`src/rtl/stack_pkg.sv`:
```
// Shared encodings for the stack pointer / access controller.
// DEPTH defaults to the stack RAM depth so both sides agree.
`ifndef RAM_DEPTH
`define RAM_DEPTH 1024
`endif

package stack_pkg;

    localparam int DEPTH_DEF = `RAM_DEPTH;

    typedef enum logic [1:0] {
        OP_PUSH = 2'b00,
        OP_POP  = 2'b01,
        OP_POP2 = 2'b10,
        OP_PEEK = 2'b11
    } op_e;

    typedef enum logic {
        ST_INIT = 1'b0,
        ST_RUN  = 1'b1
    } state_e;

    // What the registered response slot must present next cycle
    typedef enum logic [1:0] {
        RK_PUSH  = 2'b00,
        RK_READ  = 2'b01,
        RK_POP2  = 2'b10,
        RK_FAULT = 2'b11
    } rsp_kind_e;

endpackage

```
`src/rtl/stack_ctrl.sv`:
```
// Stack pointer and access controller in front of a dual-port stack RAM.
// Zero-sweeps the RAM after reset, then serves push/pop/pop2/peek.
module stack_ctrl
    import stack_pkg::*;
#(
    parameter int DEPTH      = DEPTH_DEF,
    parameter int AW         = $clog2(DEPTH) + 1,
    parameter bit INIT_CLEAR = 1'b1
) (
    input  logic          clk,
    input  logic          rst,
    input  logic          cmd_valid,
    output logic          cmd_ready,
    input  logic [1:0]    cmd_op,
    input  logic [31:0]   cmd_data,
    input  logic [AW-1:0] cmd_off,
    input  logic          sp_load,
    input  logic [AW-1:0] sp_load_val,
    input  logic          err_clr,
    output logic          rsp_valid,
    output logic [31:0]   rsp_a,
    output logic [31:0]   rsp_b,
    output logic          rsp_err,
    output logic [AW-1:0] sp,
    output logic          empty,
    output logic          full,
    output logic          err_ovf,
    output logic          err_udf,
    output logic [31:0]   ram_addr_a,
    output logic [31:0]   ram_datain_a,
    output logic          ram_wr_a,
    output logic [31:0]   ram_addr_b,
    input  logic [31:0]   ram_data_a,
    input  logic [31:0]   ram_data_b
);

    localparam logic [AW-1:0] LP_DEPTH = AW'(DEPTH);
    localparam logic [AW-1:0] LP_LAST  = AW'(DEPTH - 1);
    localparam logic [AW-1:0] LP_ONE   = AW'(1);
    localparam logic [AW-1:0] LP_TWO   = AW'(2);

    state_e    r_state;
    state_e    w_state_nxt;
    logic [AW-1:0] r_sp;
    logic [AW-1:0] r_cnt;
    logic      r_ovf;
    logic      r_udf;
    logic      r_rsp_valid;
    rsp_kind_e r_kind;
    logic [31:0] r_push_data;

    logic      w_ready;
    logic      w_acc;
    op_e       w_op;
    logic [AW-1:0] w_top;
    logic [AW-1:0] w_sp_nxt;
    logic [AW-1:0] w_addr_a;
    logic [AW-1:0] w_addr_b;
    logic [31:0]   w_din;
    logic      w_wr_a;
    logic      w_set_ovf;
    logic      w_set_udf;
    rsp_kind_e w_kind;

    assign w_op    = op_e'(cmd_op);
    assign w_ready = (r_state == ST_RUN) & ~sp_load;
    assign w_acc   = cmd_valid & w_ready;
    assign w_top   = (r_sp == '0) ? '0 : r_sp - LP_ONE;

    always_comb begin
        w_state_nxt = r_state;
        w_sp_nxt    = r_sp;
        w_addr_a    = w_top;
        w_addr_b    = '0;
        w_din       = '0;
        w_wr_a      = 1'b0;
        w_set_ovf   = 1'b0;
        w_set_udf   = 1'b0;
        w_kind      = RK_READ;
        if (r_state == ST_INIT) begin
            // Write strobe held low while reset is asserted
            w_wr_a   = rst;
            w_addr_a = r_cnt;
            if (r_cnt == LP_LAST) begin
                w_state_nxt = ST_RUN;
            end
        end else if (sp_load) begin
            if (sp_load_val > LP_DEPTH) begin
                w_set_ovf = 1'b1;
            end else begin
                w_sp_nxt = sp_load_val;
            end
        end else if (cmd_valid) begin
            unique case (w_op)
                OP_PUSH: begin
                    if (r_sp < LP_DEPTH) begin
                        w_wr_a   = 1'b1;
                        w_addr_a = r_sp;
                        w_din    = cmd_data;
                        w_sp_nxt = r_sp + LP_ONE;
                        w_kind   = RK_PUSH;
                    end else begin
                        w_set_ovf = 1'b1;
                        w_kind    = RK_FAULT;
                    end
                end
                OP_POP: begin
                    if (r_sp >= LP_ONE) begin
                        w_addr_a = r_sp - LP_ONE;
                        w_sp_nxt = r_sp - LP_ONE;
                    end else begin
                        w_set_udf = 1'b1;
                        w_kind    = RK_FAULT;
                    end
                end
                OP_POP2: begin
                    if (r_sp >= LP_TWO) begin
                        w_addr_a = r_sp - LP_ONE;
                        w_addr_b = r_sp - LP_TWO;
                        w_sp_nxt = r_sp - LP_TWO;
                        w_kind   = RK_POP2;
                    end else begin
                        w_set_udf = 1'b1;
                        w_kind    = RK_FAULT;
                    end
                end
                OP_PEEK: begin
                    if (cmd_off < r_sp) begin
                        w_addr_a = r_sp - LP_ONE - cmd_off;
                    end else begin
                        w_set_udf = 1'b1;
                        w_kind    = RK_FAULT;
                    end
                end
                default: w_kind = RK_FAULT;
            endcase
        end
    end

    always_ff @(posedge clk or negedge rst) begin
        if (!rst) begin
            r_state <= INIT_CLEAR ? ST_INIT : ST_RUN;
            r_sp    <= '0;
            r_cnt   <= '0;
            r_ovf   <= 1'b0;
            r_udf   <= 1'b0;
        end else begin
            r_state <= w_state_nxt;
            r_sp    <= w_sp_nxt;
            if (r_state == ST_INIT) begin
                r_cnt <= r_cnt + LP_ONE;
            end
            // New fault in the same cycle as a clear wins
            r_ovf <= (r_ovf & ~err_clr) | w_set_ovf;
            r_udf <= (r_udf & ~err_clr) | w_set_udf;
        end
    end

    always_ff @(posedge clk or negedge rst) begin
        if (!rst) begin
            r_rsp_valid <= 1'b0;
            r_kind      <= RK_READ;
            r_push_data <= '0;
        end else begin
            r_rsp_valid <= w_acc;
            if (w_acc) begin
                r_kind      <= w_kind;
                r_push_data <= cmd_data;
            end
        end
    end

    always_comb begin
        rsp_a = '0;
        rsp_b = '0;
        if (r_rsp_valid) begin
            unique case (r_kind)
                RK_PUSH:  rsp_a = r_push_data;
                RK_READ:  rsp_a = ram_data_a;
                RK_POP2: begin
                    rsp_a = ram_data_a;
                    rsp_b = ram_data_b;
                end
                RK_FAULT: rsp_a = '0;
                default:  rsp_a = '0;
            endcase
        end
    end

    assign rsp_valid    = r_rsp_valid;
    assign rsp_err      = r_rsp_valid & (r_kind == RK_FAULT);
    assign cmd_ready    = w_ready;
    assign sp           = r_sp;
    assign empty        = (r_sp == '0);
    assign full         = (r_sp == LP_DEPTH);
    assign err_ovf      = r_ovf;
    assign err_udf      = r_udf;
    assign ram_addr_a   = 32'(w_addr_a);
    assign ram_addr_b   = 32'(w_addr_b);
    assign ram_datain_a = w_din;
    assign ram_wr_a     = w_wr_a;

endmodule

```
`config.mk`:
```
export PLATFORM = sky130hd
export DESIGN_NAME = stack_ctrl
export DESIGN_NICKNAME = d
export VERILOG_FILES = /design/src/rtl/stack_pkg.sv /design/src/rtl/stack_ctrl.sv
export SDC_FILE = /design/constraint.sdc
export NUM_CORES = 1
export LEC_CHECK = 0
export BUFFER_PORTS_ARGS = -buffer_cell sky130_fd_sc_hd__buf_2
export CAP_MARGIN = 20
export CORE_AREA = 2 2 119 121
export CTS_CLUSTER_DIAMETER = 80
export CTS_CLUSTER_SIZE = 28
export DETAILED_ROUTE_END_ITERATION = 12
export DIE_AREA = 0 0 121 123
export HOLD_SLACK_MARGIN = 0.02
export PLACE_DENSITY = 0.92
export SLEW_MARGIN = 20
export SYNTH_ARGS = -nofsm -noshare
export SYNTH_HDL_FRONTEND = slang
export SYNTH_SLANG_ARGS = --single-unit
```
`constraint.sdc`:
```
create_clock -name clk -period 8.3 [get_ports clk]
set_clock_uncertainty 0.15 [all_clocks]
set_input_delay 0.415 -clock clk [delete_from_list [all_inputs] [get_ports clk]]
set_output_delay 0.415 -clock clk [all_outputs]
set_load 0.03 [all_outputs]
```
==> out/summary.txt <==
CTS Root Buffer Type -> clkbuf_16
Drt drc -> 0
CP Max Fanout -> 10
Max transition margin -> 0.365
Fillers -> 1290
CTS Buffer Depth -> 2
Initial antenna violation count -> 1
Routed Antenna Nets -> 0
Setup ws final -> 3.36 ns
Post-cts hold buffer count -> 0
Post-Syn Area -> 6250 sq um
Worst-path clk slew -> 0.06 ns
Max H-tree Level -> 3
RSZ-0062 raised after global routing -> no
NumNets Final -> 1234
Final setup vio count -> 0
Drt wl/cell -> 18.2 um
DIE AREA -> 14900 sq um
Register area -> 1500 sq um
Sequential area share after synthesis -> 0.240
Max cap viols -> 0
Power per cell area -> 136 nW/um^2
CTS tree -> done
Post-CTS sizing -> 0
Global route overflow -> 0
Yosys warns -> 0
Post-DP HPWL -> 17.7 mm
Initial drt markers -> 671
Via count -> 7130
Ports -> 304
Crit path cell chain -> inv_1 -> ha_1 -> nor2b_1 -> nand2_1 -> xnor2_1 -> ha_1 -> or2_1 -> a21o_1 -> a2111oi_0 -> nor3b_1 -> a31oi_1 -> a311o_1 -> a31oi_1 -> buf_2
Mean area per synthesized cell -> 7.36 sq um
Slew @ Worst Pin -> 0.951 ns
Post-synth EDFFs -> 0
Critical Path RT -> 7.74 ns
Share of layout cells above drive strength 1 -> 0.284
Slowest cell on crit path -> dfrtp_1
Max Fclk -> 202 MHz
Initial Util -> 0.459
Startpoint Class -> flop
Vias in the first global route -> 6238
Outcome -> complete, no violations
First-pass DRT Iterations -> 5
Crit path from -> sp[1]$_DFFE_PN0P_
Largest net degree at the start of global routing -> 67
Share of flip-flops with an asynchronous set or reset -> 1.00
Reg-to-Reg Start -> sp[3]$_DFFE_PN0P_
IO Port Bufs -> 261
Post-CTS setup buffers -> 0
Cell variety after synth -> 70
Period Utilization, post-route -> 0.596
Crit path DAT -> 4.38 ns
Num CTS Buffers -> 9
Worst skew pair latency -> 0.33 ns
Wirelength, routed -> 22.9 mm
Primary FF master, synth -> dfrtp_1
Pleak -> 0.00420 uW
Most frequent cells in the layout -> 261 x buf_2, 150 x nand2_1, 59 x dfrtp_1, 49 x nor2_1, 42 x conb_1
First-pass GRT wire length -> 33.7 mm
Util after Layout -> 0.574
Die height -> 123 um
Placer Congestion -> 0.976
Element type at the critical path end -> output port
Slew Limit Fails -> 0
Post-Synthesis Cells -> 849
Overall Global Routing Usage -> 0.292
Commonest non-fill, non-tap cell in the layout -> buf_2
P&R area growth vs syn -> 24.9%
Footprint of the multi-input gates -> 4190 sq um
Min Tclk post-route -> 4.94 ns
Worst slack, placed -> 3.79 ns
Rows -> 43
CP Class -> reg2out
Hold Crit Class -> in2async
CP Buf/Inv Count -> 2
Critical path's largest stage delay -> 0.52 ns
Die X-Extent -> 121 um
Peak VDD IR -> 104 uV
Fin Setup TNS -> 0 ns
Yosys reg bits -> 60
Clock Sinks -> 60
Vias per inst -> 5.66
Core area -> 13600 sq um
Hold slack -> 0.0792 ns
Hold Violations, Final -> 0
Largest delay share family, worst path -> compound AO/OA/AOI/OAI gates
## path summary, 6_finish.rpt
path,slack [ns],depth (start not counted),endpoint
setup / recovery,3.36,14,ram_addr_a[10]
hold / removal,0.08,2,sp[4]$_DFFE_PN0P_
min in group clk,0.13,3,r_push_data[24]$_DFFE_PN0P_
max in group asynchronous,7.35,2,rsp_valid$_DFF_PN0_
setup reg to reg,4.83,10,err_udf$_DFF_PN0_
hold reg to reg,0.32,2,r_push_data[30]$_DFFE_PN0P_
## registers in the layout, summed over array words and instances (netlist names)
register	flops
err_ovf	1
r_cnt	11
r_push_data	32
sp	11
r_kind	2
r_state	1
err_udf	1
rsp_valid	1
## power breakdown
group / internal [uW] / switching [uW] / total, uW
logic: 108 / 194 / 302
clock network: 301 / 138 / 439
registers: 298 / 22.6 / 320
## routing by layer
layer / vias to the layer above / part of all wire / GRT usage
met4: 0 / 0.034 / 0.116
li1: 3300 / - / -
met1: 3314 / 0.42 / 0.401
met5: - / 0 / 0
met2: 463 / 0.45 / 0.446
met3: 53 / 0.10 / 0.0673
## cells in the mapped netlist, types with 6 or more instances
library cell,n,area (sq um)
buf_4,42,315
nand3_1,24,120
nor4_1,6,37.5
o22ai_1,7,43.8
nor2_1,50,188
o21ai_1,6,30.0
a31oi_1,11,68.8
a21o_1,7,52.6
and2_1,34,213
a21oi_1,37,185
inv_1,41,154
and3_1,37,231
nor3_1,8,40.0
buf_2,9,45.0
a22oi_1,33,248
nor2b_1,40,250
nand2_1,150,563
ha_1,36,450
clkbuf_1,37,139
xnor2_1,28,245
nand4_1,13,81.3
o21ai_0,33,165
dfrtp_1,59,1480
buf_1,6,22.5
## cell families after synthesis
family,after synthesis,share of synthesized area
buffers and inverters,141,0.115
adder cells (fa/ha/maj),37,0.0753
multiplexers,7,0.0124
other,1,0.000600
flip-flops,60,0.240
AND/OR/NAND/NOR,387,0.310
AO/OA/AOI/OAI,182,0.197
XOR/XNOR,34,0.0488
## final cells by class
type / count / area share
clock buffers: 10 / 0.0306
inverters: 44 / 0.0212
multi-input cells: 689 / 0.537
diodes: 2 / 0.000641
flip-flops and latches: 60 / 0.192
repair buffers: 268 / 0.175
well taps: 180 / 0.0288
clock inverters: 6 / 0.0143
## metrics by stage
stage | power, uW | area [sq um] | instances
floorplan | 538 | 6400 | 890
global placement | 618 | 7440 | 1240
detailed placement | 619 | 7440 | 1240
CTS | 1060 | 7790 | 1256
global route | 1110 | 7800 | 1258
finish | 1060 | 7810 | 1259
Note: power is estimated with default switching activity, not from simulation.
